--- src/rtl/tmr32_pkg.sv ---
// tmr32_pkg: state encoding, default width and reset values shared by the TIMER32 core
package tmr32_pkg;
  localparam int TMR32_W = 32;
  typedef enum logic [1:0] {STOP, RUN, DONE} tmr_state_e;
  localparam tmr_state_e STATE_RST = STOP;
  localparam logic TMROV_RST = 1'b0;
  localparam logic OVCLR_RST = 1'b0;
endpackage

--- src/rtl/tmr32_prescaler.sv ---
// tmr32_prescaler: divides PCLK by PRE+1 while enabled and emits a one-cycle tick
module tmr32_prescaler import tmr32_pkg::*; #(parameter int W = TMR32_W) (
  input  logic         PCLK,
  input  logic         PRESET,
  input  logic         clear,
  input  logic         enable,
  input  logic [W-1:0] PRE,
  output logic         tick
);
  logic [W-1:0] cnt;
  // equality compare: a count already above a lowered PRE wraps through 2^W-1
  assign tick = enable && cnt == PRE;
  always_ff @(posedge PCLK)
    if (PRESET || clear) cnt <= '0;
    else if (enable) cnt <= tick ? '0 : cnt + W'(1);
endmodule

--- src/rtl/tmr32_ctrl.sv ---
// tmr32_ctrl: TIMER32 sequencing core (prescaler, period counter, overflow flag, run FSM);
// optional one-shot mode under `TMR32_ONESHOT_EN
module tmr32_ctrl import tmr32_pkg::*; #(parameter int W = TMR32_W) (
  input  logic         PCLK,
  input  logic         PRESET,
  input  logic [W-1:0] PRE,
  input  logic [W-1:0] TMRCMP,
  input  logic         TMREN,
  input  logic         TMROVCLR,
  output logic [W-1:0] TMR,
  output logic         TMROV,
  output logic         tick,
  output logic         match
`ifdef TMR32_ONESHOT_EN
  ,
  input  logic         oneshot
`endif
);
  tmr_state_e state, state_nxt;
  logic ovclr_q, run_en, os, clr_edge;
`ifdef TMR32_ONESHOT_EN
  assign os = oneshot;
`else
  assign os = 1'b0;
`endif
  // qualifying with TMREN drops a tick that coincides with the enable falling
  assign run_en = state == RUN && TMREN;
  tmr32_prescaler #(.W(W)) u_psc (
    .PCLK(PCLK),
    .PRESET(PRESET),
    .clear(!run_en),
    .enable(run_en),
    .PRE(PRE),
    .tick(tick)
  );
  assign match = tick && TMR == TMRCMP;
  assign clr_edge = TMROVCLR && !ovclr_q;
  always_comb begin
    state_nxt = !TMREN ? STOP : ((state == RUN && os && match) || state == DONE) ? DONE : RUN;
  end
  always_ff @(posedge PCLK)
    if (PRESET) begin
      state <= STATE_RST;
      TMR <= '0;
      TMROV <= TMROV_RST;
      ovclr_q <= OVCLR_RST;
    end else begin
      state <= state_nxt;
      ovclr_q <= TMROVCLR;
      if (tick) TMR <= match ? '0 : TMR + W'(1);
      TMROV <= match || (TMROV && !clr_edge);
    end
endmodule
--- config.mk ---
export PLATFORM = sky130hd
export DESIGN_NAME = tmr32_ctrl
export DESIGN_NICKNAME = d
export VERILOG_FILES = /design/src/rtl/tmr32_pkg.sv /design/src/rtl/tmr32_prescaler.sv /design/src/rtl/tmr32_ctrl.sv
export SDC_FILE = /design/constraint.sdc
export NUM_CORES = 1
export LEC_CHECK = 0
export BUFFER_PORTS_ARGS = -buffer_cell sky130_fd_sc_hd__buf_2
export CORE_UTILIZATION = 45
export CTS_CLUSTER_SIZE = 40
export DETAILED_ROUTE_END_ITERATION = 12
export HOLD_SLACK_MARGIN = 0.05
export PLACE_DENSITY = 0.7
export SYNTH_ARGS = -nofsm -noshare
export SYNTH_HDL_FRONTEND = slang
export SYNTH_HIERARCHICAL = 1
export SYNTH_SLANG_ARGS = --single-unit
--- constraint.sdc ---
create_clock -name PCLK -period 8.55 [get_ports PCLK]
set_clock_uncertainty 0.1 [all_clocks]
set_input_delay 0.855 -clock PCLK [delete_from_list [all_inputs] [get_ports PCLK]]
set_output_delay 0.855 -clock PCLK [all_outputs]
set_load 0.005 [all_outputs]
Yosys cells after proc, flatten, opt, wreduce, memory -nomap -nowiden
Cells that the tools add are included.
- register bits: 68
- output and inout port bits: 35
- add/subtract/negate cells: 2
- eq/ne operators: 4
- multiplexer cells: 3
- bitwise operators: 1
- reductions and logical operators: 11
- operators with widths (operator ; count):
    32-bit by 1-bit adder with 32-bit output, second input constant ; 2
    32-bit equality test ; 2
    32-bit 2-to-1 mux ; 2
    1-bit logical AND ; 5
    1-bit logical NOT ; 3
    2-bit by 1-bit equality test with 1-bit output, second input constant ; 1
    2-bit equality test, second input constant ; 1
    1-bit logical OR ; 2
    2-bit 2-to-1 mux ; 1
    2-bit OR reduction ; 1
    1-bit NOT ; 1

Longest topological paths before layout
- depth in word-level cells: 5
- gate-level depth with buffers: 13
- depth with buffers taken out: 11

Modules after synthesis
Netlist, hierarchy kept.
- by module, submodules not included (module ; times used ; cells an instance ; area each (um^2)):
    tmr32_ctrl ; 1 ; 249 ; 2114.5
    tmr32_prescaler ; 1 ; 220 ; 1899.3

Worst setup path before layout
OpenSTA, ideal clock, no wires.
- path kind: input port to output port
- start: input TMREN
- end: output match
- arrival: 3.043 ns
- path slack: 4.552 ns
- cell stages on the path: 10
- cells stage by stage: nand2_1 -> or2_2 -> inv_1 -> clkbuf_2 -> nand3_1 -> or4_4 -> nor3_1 -> buf_2 -> nand4_1 -> nor4b_1
- longest elaborated chain between the ends: 3
- ends and longest elaborated chain (item ; RTL line ; RTL):
    start, declared ; tmr32_ctrl.sv:8 ; input logic TMREN,
    1-bit logical AND ; tmr32_ctrl.sv:27 ; assign run_en = state == RUN && TMREN;
    via run_en ; tmr32_ctrl.sv:20 ; logic ovclr_q, run_en, os, clr_edge;
    1-bit logical AND ; tmr32_prescaler.sv:12 ; assign tick = enable && cnt == PRE;
    via tick ; tmr32_ctrl.sv:12 ; output logic tick,
    1-bit logical AND ; tmr32_ctrl.sv:36 ; assign match = tick && TMR == TMRCMP;
    end, declared ; tmr32_ctrl.sv:13 ; output logic match
The timed path passes the listed nets, and every way through them passes these cells.

Worst setup path in the final report
- start: input TMREN
- end: output match
- longest elaborated chain between the ends: 3
- ends and longest elaborated chain (item ; RTL line):
    1-bit logical AND ; tmr32_ctrl.sv:27
    via run_en ; tmr32_ctrl.sv:20
    1-bit logical AND ; tmr32_prescaler.sv:12
    1-bit logical AND ; tmr32_ctrl.sv:36
The timed path passes the listed nets, and every way through them passes these cells.

==> results.yml <==
grt:
  grt_usage_pct: 22.3
  grt_pass1_wl_mm: 15.6
  grt_overflow: 0
  grt_pass1_vias: 3192
  antenna_found_initial: 0
  grt_max_degree: 28
clocking:
  clkSlewWorstSetupHoldPaths_ns: 0.07
  numCtsBuffers: 9
  cts.sinks: 68
  cts_resized: 0
  cts_tree: "yes"
  cts_root_buf: "clkbuf_8"
  clkLatencyLatePin_ns: 0.35
  ctsLongestPathBuffers: 2
  postCtsSetupBuffers: 0
  cts_max_level: 3
  ctsHoldBuffers: 0
cells_and_area:
  final_cell_mix: "buf_2 (102), nor2_1 (75), xor2_1 (72), dfxtp_1 (68), xnor2_1 (44)"
  fillCellCount: 816
  ff_latch_area_um2: 1360
  instances_no_fill: 684
  layout_commonest_cell: "buf_2"
  drive_above_1_share_pct: 23.1
  area_growth_pct: 19.8
  nets: 641
  multiInputGateArea_um2: 2490
  diodes: 0
placement:
  hpwl_mm: 7.73
  portBuffers: 102
  pre_cts_ws_ns: 3.54
  gp_congestion: 0.995
  place_inst: 668
power:
  cellLeakagePower_nw: 1.96
  power.density_nw_per_um2: 144
  ir_worst_vdd_uv: 79.0
floorplanning:
  rows: 34
  dieWidth_um: 96.4
  start_util_pct: 46.3
  floorplan.die_area_um2: 9300
  die_h_um: 96.4
  ios: 103
  core_um2: 8680
synth:
  yosysTopAreaCell: "dfxtp_1"
  synthAdderAreaFrac_pct: 0.623
  synth_cells: 469
  syn_area_per_cell_um2: 8.56
  synth_compound_area_share_pct: 3.87
  ys_seq_elements: 68
  synthDominantCellAreaShare_pct: 33.9
  synth_area_um2: 4010
  muxShareOfSynthArea_pct: 0
  synth_area_leaders: "dfxtp_1 (34%), xor2_1 (16%), xnor2_1 (9.6%)"
  syn_nets: 539
  synth_xor_area_share_pct: 25.3
  synth_warnings: 6
  synth_top_family_by_area: "simple AND/OR/NAND/NOR gates"
  synth_edf_count: 0
  yosys.area_share.simple_pct: 32.1
  ys_seq_area_share_pct: 33.9
  ys_async_sr_fraction_pct: 0
  synth_cell_types: 46
  ys.flop_type: "dfxtp_1"
drt:
  drc_errors: 0
  first_pass_iters: 6
  wirelength_mm: 9.91
  drt_iter0_drc: 154
  ant_nets: 0
  avgRoutedWirePerCell_um: 14.5
  via_per_inst: 5.32
  vias: 3636
worst_hold_path:
  hp-class: "flop to flop"
  hp-start: "TMROV$_SDFF_PP0_"
timing:
  worst_slack_ns: 3.50
  rsz0062_at_grt: "no"
  report.final.slew_viol_count: 0
  hold_viol: 0
  period_share_pct: 59.0
  setup_tns_ns: 0
  worst_pin_slew_ns: 1.05
  setup_viol: 0
  hold_slack_ns: 0.401
  fmaxAchievable_mhz: 198
  min_period_ns: 5.05
  max_slew_margin_pct: 29.2
setup_path:
  cp-end-kind: "output pin"
  worst_setup_path_start_kind: "input pin"
  r2r_slack_ns: 4.39
  r2r_start: "state[0]$_SDFF_PP0_"
  crit_arrival_ns: 4.09
  worstSetupPathType: "input pin to output pin"
  required_ns: 7.60
  startpoint: "TMREN"
  crit_fanout: 12
flow_run:
  drv_cap: 0
run_status:
  outcome: "completed"
[registers in the layout, indices dropped and copies added, names as in the netlist]
signal	flops
ovclr_q	1
state	2
TMR	32
u_psc/cnt	32
TMROV	1
[worst max-delay path: stages]
cell	delay [ns]
buf_2	0.09
nand2_1	0.05
or2_2	0.28
inv_1	0.18
nand3_1	0.12
or4_4	0.59
nor3_1	0.82
nand4_1	0.39
nor4b_1	0.53
buf_2	0.19
[routing by layer]
metal | track usage, % | vias to the layer above | wire length [µm]
li1 | - | 1813 | -
met1 | 30.6 | 1676 | 4500
met2 | 33.5 | 133 | 4460
met3 | 5.71 | 14 | 766
met4 | 8.21 | 0 | 179
met5 | 0 | - | 0
[cell type report]
| cell class | count | share of cell area (%) |
|---|---|---|
| multi-input cells | 374 | 51.7 |
| flip-flops and latches | 68 | 28.3 |
| repair buffers | 104 | 10.9 |
| inverters | 14 | 1.09 |
| clock inverters | 6 | 2.32 |
| well taps | 108 | 2.81 |
| clock buffers | 10 | 2.86 |
[where the power goes]
part / internal (W) / switching (W) / total, W
combinational: 0.0000213 / 0.0000228 / 0.0000441
sequential: 0.000317 / 0.000000219 / 0.000317
clock: 0.000202 / 0.000130 / 0.000332
total: 0.000540 / 0.000153 / 0.000693
[cells by family after synthesis]
logic type	after synthesis
AOI/OAI and AO/OA	17
xor gates and xnor gates	116
adders and majority gates	2
buffers and inverters	27
DFF	68
and+or+nand+nor	239
[synthesized netlist by cell type (2+ instances only)]
library cell and number:
and2_1 4, nor3b_1 3, nor4b_1 2, inv_1 14, nor2b_1 11, o311ai_0 3
a21boi_0 2, xnor2_1 44, buf_2 2, ha_1 2, nor3_1 10, nand3_1 22
nor4_4 2, nand2_1 29, buf_6 8, and4_1 7, nor2_1 75, xor2_1 72
o21ai_0 2, a21oi_1 3, and4_2 2, clkbuf_2 2, nor4_1 22, nand3b_1 2
nand2b_1 4, dfxtp_1 68, nand4_1 29, and3_1 5
[path summary, 6_finish.rpt]
path / end / cells past startpoint
worst max-delay path: match / 10
worst min-delay path: TMROV$_SDFF_PP0_ / 2
worst max register to register: TMR[31]$_SDFFE_PP0P_ / 11
worst min register to register: TMROV$_SDFF_PP0_ / 2
[metrics by stage]
stage	util [%]	cell area [µm²]	total power [W]
finish	55.4	4810	0.000693
detailed placement	52.6	4560	0.000369
global placement	52.6	4560	0.000368
CTS	55.4	4810	0.000699
global route	55.4	4810	0.000717
floorplan	-	4010	0.000346
(Power assumes the default switching activity.)
